**src/rtl/alu_arbiter.sv**
```systemverilog
// Two-requester front end for a shared combinational ALU: arbitrates, latches the
// winning operation, captures the ALU result and holds it until the requester consumes it.
module alu_arbiter #(
   parameter bit FIXED_PRIO = 1'b0
) (
   input  logic        i_clk,
   input  logic        i_rst_n,
   input  logic        i_req_valid_0,
   input  logic        i_req_valid_1,
   output logic        o_req_ready_0,
   output logic        o_req_ready_1,
   input  logic [31:0] i_opA_0,
   input  logic [31:0] i_opB_0,
   input  logic [31:0] i_opA_1,
   input  logic [31:0] i_opB_1,
   input  logic [3:0]  i_control_0,
   input  logic [3:0]  i_control_1,
   input  logic [4:0]  i_shift_0,
   input  logic [4:0]  i_shift_1,
   output logic        o_rsp_valid_0,
   output logic        o_rsp_valid_1,
   input  logic        i_rsp_ready_0,
   input  logic        i_rsp_ready_1,
   output logic [31:0] o_result_0,
   output logic [31:0] o_result_1,
   output logic        o_zf_0,
   output logic        o_zf_1,
   output logic [31:0] o_alu_opA,
   output logic [31:0] o_alu_opB,
   output logic [3:0]  o_alu_control,
   output logic [4:0]  o_alu_shift,
   input  logic [31:0] i_alu_result,
   input  logic        i_alu_zf
);

   // state | meaning
   // IDLE  | waiting for a request; ready offered to the arbitration winner
   // EXEC  | latched operation drives the ALU; result captured at the edge
   // RESP  | result presented to the winner until it asserts rsp_ready
   typedef enum logic [1:0] {IDLE, EXEC, RESP} state_t;

   state_t      state_q, state_d;
   logic        last_q, last_d;
   logic        win_q, win_d;
   logic [31:0] opa_q, opa_d;
   logic [31:0] opb_q, opb_d;
   logic [3:0]  ctrl_q, ctrl_d;
   logic [4:0]  shift_q, shift_d;
   logic [31:0] res_q, res_d;
   logic        zf_q, zf_d;

   logic any_req;
   logic winner;
   logic accept;
   logic rsp_ack;

   always_comb begin
      any_req = i_req_valid_0 | i_req_valid_1;
      if (FIXED_PRIO)
         winner = ~i_req_valid_0;
      else if (i_req_valid_0 && i_req_valid_1)
         winner = ~last_q;
      else
         winner = ~i_req_valid_0;
      // ready must read 0 while reset is held, even though state is already IDLE
      accept  = (state_q == IDLE) && any_req && i_rst_n;
      rsp_ack = win_q ? i_rsp_ready_1 : i_rsp_ready_0;

      state_d = state_q;
      last_d  = last_q;
      win_d   = win_q;
      opa_d   = opa_q;
      opb_d   = opb_q;
      ctrl_d  = ctrl_q;
      shift_d = shift_q;
      res_d   = res_q;
      zf_d    = zf_q;

      case (state_q)
         IDLE: begin
            if (accept) begin
               opa_d   = winner ? i_opA_1 : i_opA_0;
               opb_d   = winner ? i_opB_1 : i_opB_0;
               ctrl_d  = winner ? i_control_1 : i_control_0;
               shift_d = winner ? i_shift_1 : i_shift_0;
               win_d   = winner;
               last_d  = winner;
               state_d = EXEC;
            end
         end
         EXEC: begin
            res_d   = i_alu_result;
            zf_d    = i_alu_zf;
            state_d = RESP;
         end
         RESP: begin
            if (rsp_ack) state_d = IDLE;
         end
         default: state_d = IDLE;
      endcase
   end

   always_ff @(posedge i_clk or negedge i_rst_n) begin
      if (!i_rst_n) begin
         state_q <= IDLE;
         last_q  <= 1'b1;
         win_q   <= 1'b0;
         opa_q   <= '0;
         opb_q   <= '0;
         ctrl_q  <= '0;
         shift_q <= '0;
         res_q   <= '0;
         zf_q    <= 1'b0;
      end else begin
         state_q <= state_d;
         last_q  <= last_d;
         win_q   <= win_d;
         opa_q   <= opa_d;
         opb_q   <= opb_d;
         ctrl_q  <= ctrl_d;
         shift_q <= shift_d;
         res_q   <= res_d;
         zf_q    <= zf_d;
      end
   end

   always_comb begin
      o_req_ready_0 = accept && !winner;
      o_req_ready_1 = accept && winner;
      o_rsp_valid_0 = (state_q == RESP) && !win_q;
      o_rsp_valid_1 = (state_q == RESP) && win_q;
      o_result_0    = o_rsp_valid_0 ? res_q : '0;
      o_result_1    = o_rsp_valid_1 ? res_q : '0;
      o_zf_0        = o_rsp_valid_0 && zf_q;
      o_zf_1        = o_rsp_valid_1 && zf_q;
      o_alu_opA     = opa_q;
      o_alu_opB     = opb_q;
      o_alu_control = ctrl_q;
      o_alu_shift   = shift_q;
   end

endmodule
```
**config.mk**
```make
export PLATFORM = sky130hd
export DESIGN_NAME = alu_arbiter
export DESIGN_NICKNAME = d
export VERILOG_FILES = /design/src/rtl/alu_arbiter.sv
export SDC_FILE = /design/constraint.sdc
export NUM_CORES = 1
export LEC_CHECK = 0
export CAP_MARGIN = 10
export CORE_MARGIN = 4
export CORE_UTILIZATION = 37
export DETAILED_ROUTE_END_ITERATION = 16
export PLACE_DENSITY = 0.88
export SLEW_MARGIN = 30
export SYNTH_ARGS = -nofsm -noshare
export SYNTH_HDL_FRONTEND = slang
export SYNTH_SLANG_ARGS = --single-unit
```
**constraint.sdc**
```tcl
create_clock -name i_clk -period 1.9 [get_ports i_clk]
set_clock_uncertainty 0.05 [all_clocks]
set_input_delay 0.285 -clock i_clk [delete_from_list [all_inputs] [get_ports i_clk]]
set_output_delay 0.285 -clock i_clk [all_outputs]
set_load 0.02 [all_outputs]
```
Word level (Yosys, flattened, before mapping):

Index checks and enable logic that the tools add are counted.
Widths: inputs -> output; s select.

* bits in read-only memories: 0
* bits of input ports: 185
* latch bits: 0
* RAM bits: 0
* memories: 0
* word-level logic and storage cells: 41
* output and inout port bits: 143
* register bits: 110

* shifts and indexed selects: 0
* reduce and logical (&&, ||, !) cells: 14
* mux-type cells: 11
* bitwise logic cells: 3
* divide/modulo/power cells: 0
* equality and inequality tests: 4
* add/sub/neg operators: 0
* $lt $le $gt $ge: 0
* multiply operators: 0

Operators with widths (number)
* $mux 32: 4
* $logic_and 1x1->1: 9
* $pmux 2 s3: 1
* $mux 5: 1
* $mux 2: 2
* $mux 4: 1
* $ne 2x2->1 const B: 2
* $reduce_and 2->1: 2
* $eq 2x1->1 const B: 1
* $eq 2x2->1 const B: 1
* $logic_not 1->1: 2
* $logic_not 2->1: 1
* $mux 1: 2
* $not 1->1: 2
* $or 1x1->1: 1

Longest topological paths before layout:

* word-level depth: 5
* gate-level depth with buffers: 6
* mapped depth without buffers: 3

Worst setup path before layout:

Ideal clock, no wire load.

* kind: register to output
* from: register state_q[0]
* to: output o_req_ready_0
* stages on the path, launching flop included: 5
* arrival: 1.604 ns
* path slack: -0.039 ns
* required time: 1.565 ns
* path buffers: 2
* cells stage by stage: dfrtp_1 > or3b_1 > buf_4 > buf_6 > nor3b_1

* cells in the longest elaborated chain, start to end: 4

RTL lines
* start: declaration: RTL line 42 `state_t state_q, state_d;`
* start signal: assignment: RTL line 115 `state_q <= state_d;`
* $logic_not 2->1: RTL line 66 `accept = (state_q == IDLE) && any_req && i_rst_n;`
* $logic_and 1x1->1 (2 in a row): RTL line 66
* $logic_and 1x1->1: RTL line 128 `o_req_ready_0 = accept && !winner;`
* end: declaration: RTL line 10 `output logic o_req_ready_0,`

Every way passes these cells.

Final worst setup path:

* from: register state_q[0]
* to: output o_result_1[21]

* cells in the longest elaborated chain, start to end: 3

RTL lines
* $eq 2x2->1: RTL line 131 `o_rsp_valid_1 = (state_q == RESP) && win_q;`
* $logic_and 1x1->1: RTL line 131
* $mux 32: RTL line 133 `o_result_1 = o_rsp_valid_1 ? res_q : '0;`
* end: declaration: RTL line 25 `output logic [31:0] o_result_1,`

Every way passes these cells.

==> results <==
==> final timing paths <==
| kind | startpoint | to | slack (ns) |
|---|---|---|---|
| max in group asynchronous | i_rst_n | state_q[0]$_DFFE_PN0P_ | 1.11 |
| worst max register to register | state_q[0]$_DFFE_PN0P_ | o_alu_opA[15]$_DFFE_PN0P_ | 0.04 |
| worst min register to register | o_alu_opA[9]$_DFFE_PN0P_ | o_alu_opA[9]$_DFFE_PN0P_ | 0.46 |
| worst max-delay path | state_q[0]$_DFFE_PN0P_ | o_result_1[21] | -0.1 |
| worst min-delay path | i_rst_n | res_q[31]$_DFFE_PN0N_ | 0.07 |
| min in group i_clk | o_alu_opA[9]$_DFFE_PN0P_ | o_alu_opA[9]$_DFFE_PN0P_ | 0.46 |
==> what timing repair did <==
item	CTS	global route
hold buffers	2	0
setup buffers	8	8
hold endpoints to repair	27	0
gates resized for setup	331	169
endpoints found under the setup margin	101	103
pin swaps	2	15
cloned	2	7
==> per-layer routing <==
metal / global-route usage (%) / wire (um)
met3: 6.13 / 1720
met4: 6.62 / 718
met2: 39.7 / 11000
met5: 0 / 0
met1: 27.0 / 7860
==> cells by family (layout without fill, tap and decap cells) <==
| family | after synthesis | after routing |
|---|---|---|
| compound gates | 77 | 77 |
| simple gates | 222 | 222 |
| flops | 110 | 110 |
| buf+inv | 53 | 389 |
| mux | 34 | 34 |
==> state kept, by name, indices dropped and copies added, names as in the netlist, 2 cells and up <==
| name | count |
|---|---|
| o_alu_control | 4 |
| o_alu_opA | 32 |
| o_alu_opB | 32 |
| o_alu_shift | 5 |
| res_q | 32 |
| state_q | 2 |
==> power by group <==
group	switching [mW]	leakage (nW)	internal, mW
logic	3.53	2.68	4.16
registers	0.865	1.34	3.48
clock network	0.869	0.145	1.00
total	5.26	4.16	8.65
==> layout by cell type, fill, tap and decap left out, types with 2 or more instances in the layout <==
cell	n
a21o_1	2
and2_1	9
and2_4	57
mux2_2	34
clkinv_4	2
clkbuf_8	3
buf_4	18
nor3_2	5
buf_8	4
inv_1	2
nor3_1	68
clkdlybuf4s50_1	255
buf_12	9
buf_6	76
nand2_1	74
a221o_1	73
dfrtp_1	109
clkbuf_16	14
nor2_4	2
==> worst register-to-register path, delay by kind of cell (launching register included) <==
family / cells / cell delay, ns
AOI/OAI and AO/OA: 1 / 0.14
and+or+nand+nor: 2 / 0.64
buffers and inverters: 3 / 0.59
DFF: 1 / 0.39
==> final cells by class <==
| cell class | count | share of cell area (%) |
|---|---|---|
| inverter | 2 | 0.0772 |
| clock buffer | 12 | 2.74 |
| timing repair buffer | 371 | 40.7 |
| sequential | 110 | 28.3 |
| multi-input combinational | 333 | 25.6 |
| clock inverter | 4 | 0.309 |
| tap | 180 | 2.32 |
==> impl_metrics.py <==
metrics = {
    "logic_synthesis": {
        "synth.top_cells.by_count": "109 x dfrtp_1, 74 x nand2_1, 73 x a221o_1, 73 x nor3_1, 66 x and2_1",
        "ys_ff_latch": 110,
        "ys_top_cells_by_area": "dfrtp_1 51%, a221o_1 14%, and2_1 7.8%",
        "async_flop_share_pct": 100,
        "yosys.area_share.simple_pct": 21.0,
        "synth_most_common_cell": "dfrtp_1",
        "ys_types": 24,
        "synth_top_family_by_area": "simple AND/OR/NAND/NOR gates",
        "synthCells": 496,
        "synth_compound_area_share_pct": 14.3,
        "syn-num-nets": 681,
        "syn-cell-area_um2": 5310,
        "synth_edf_count": 0,
        "yosys.area.top_type": "dfrtp_1",
        "synth_top_area_share_pct": 51.4,
        "synth-xor-area-share_pct": 0,
        "muxShareOfSynthArea_pct": 7.21,
        "synth_warnings": 0,
        "synth_area_per_cell_um2": 10.7,
        "yosysSeqAreaShare_pct": 51.9,
        "synth_flop_cell": "dfrtp_1",
        "synth_fa_ha_area_share_pct": 0,
    },
    "detailed_routing": {
        "routed_wl_mm": 21.3,
        "dr.pass1.iters": 5,
        "vias": 5403,
        "ant_nets": 0,
        "vias_per_cell": 5.34,
        "wl_per_cell_um": 21.0,
        "drc": 0,
        "drt_iter0_drc": 390,
    },
    "finish": {
        "syn2layout_area_growth_pct": 83.2,
        "nFillCells": 1031,
        "multiInputGateArea_um2": 2490,
        "fin_util_pct": 69.5,
        "nets": 1012,
        "final_area_um2": 9730,
        "drive_above_1_share_pct": 28.6,
        "regArea_um2": 2750,
        "diodes": 0,
        "fin_cells": 1012,
    },
    "critical_path": {
        "worstPathCellList": "nand2b_4 > nor2_4 > buf_4 > clkbuf_16 > and2_1 > buf_4",
        "end_kind": "output port",
        "r2r_cells": 6,
        "crit_path_max_incr_delay_ns": 0.39,
        "cp_top_family": "simple AND/OR/NAND/NOR gates",
        "crit_cells": 6,
        "critPathMaxFanout": 7,
        "cp-start-kind": "flop",
        "crit_type": "reg2out",
        "worst-path-buf-inv": 3,
        "slowest_stage": "dfrtp_1",
        "cp.required_ns": 1.56,
        "worstPathArrival_ns": 1.66,
        "crit_top_cell": "buf_4",
    },
    "outcome": {
        "violations": "setup timing",
        "status": "finished, violations left",
    },
    "cts": {
        "cts_tree": "done",
        "cts.path.max_buffers": 2,
        "clkLatencyLatePin_ns": 0.33,
        "cts.sinks": 110,
        "cts.clk_slew.worst_paths_ns": 0.08,
        "cts-buffers-inserted": 9,
        "h-tree-depth": 3,
        "clockRootBuffer": "clkbuf_16",
    },
    "floorplan": {
        "coreArea_um2": 14000,
        "fp-row-count": 43,
        "die_y_um": 128,
        "initial_utilization_pct": 38.0,
        "die_width_um": 128,
        "pin_count": 328,
        "die_area_um2": 16300,
    },
    "placement": {
        "hpwl_mm": 13.8,
        "dp_cells": 974,
        "gp_congestion": 0.852,
        "port_buffers": 327,
        "placed_area_um2": 8770,
        "preCtsSetupSlack_ns": -0.217,
    },
    "timing": {
        "relSlewSlack_pct": 49.6,
        "hold_ws_ns": 0.0674,
        "slew_viol_final": 0,
        "rsz0062_at_grt": "yes",
        "fin_crit_sh_pct": 105,
        "min_period_ns": 2.00,
        "finalSetupViolations": 43,
        "layout_setup_ws_ns": -0.0977,
        "tns_ns": -1.42,
        "tightest_slew_ns": 0.756,
        "max_freq_ghz": 0.501,
        "hold_violations": 0,
    },
    "min_path": {
        "hold_class": "in2async",
    },
    "global_routing": {
        "overflow": 0,
        "grt_usage_pct": 22.5,
        "antenna_found_initial": 0,
        "first_global_vias": 5406,
        "grt_pass1_wl_mm": 29.2,
        "grt_max_degree": 84,
    },
    "flow_run": {
        "cap_violations": 0,
    },
    "pwr": {
        "max-vdd-ir-drop_mv": 0.784,
        "cellLeakagePower_nw": 4.16,
        "pwr_density_cell_nw_per_um2": 1430,
        "totalPowerFinal_mw": 13.9,
    },
}
(Power assumes the default switching activity.)
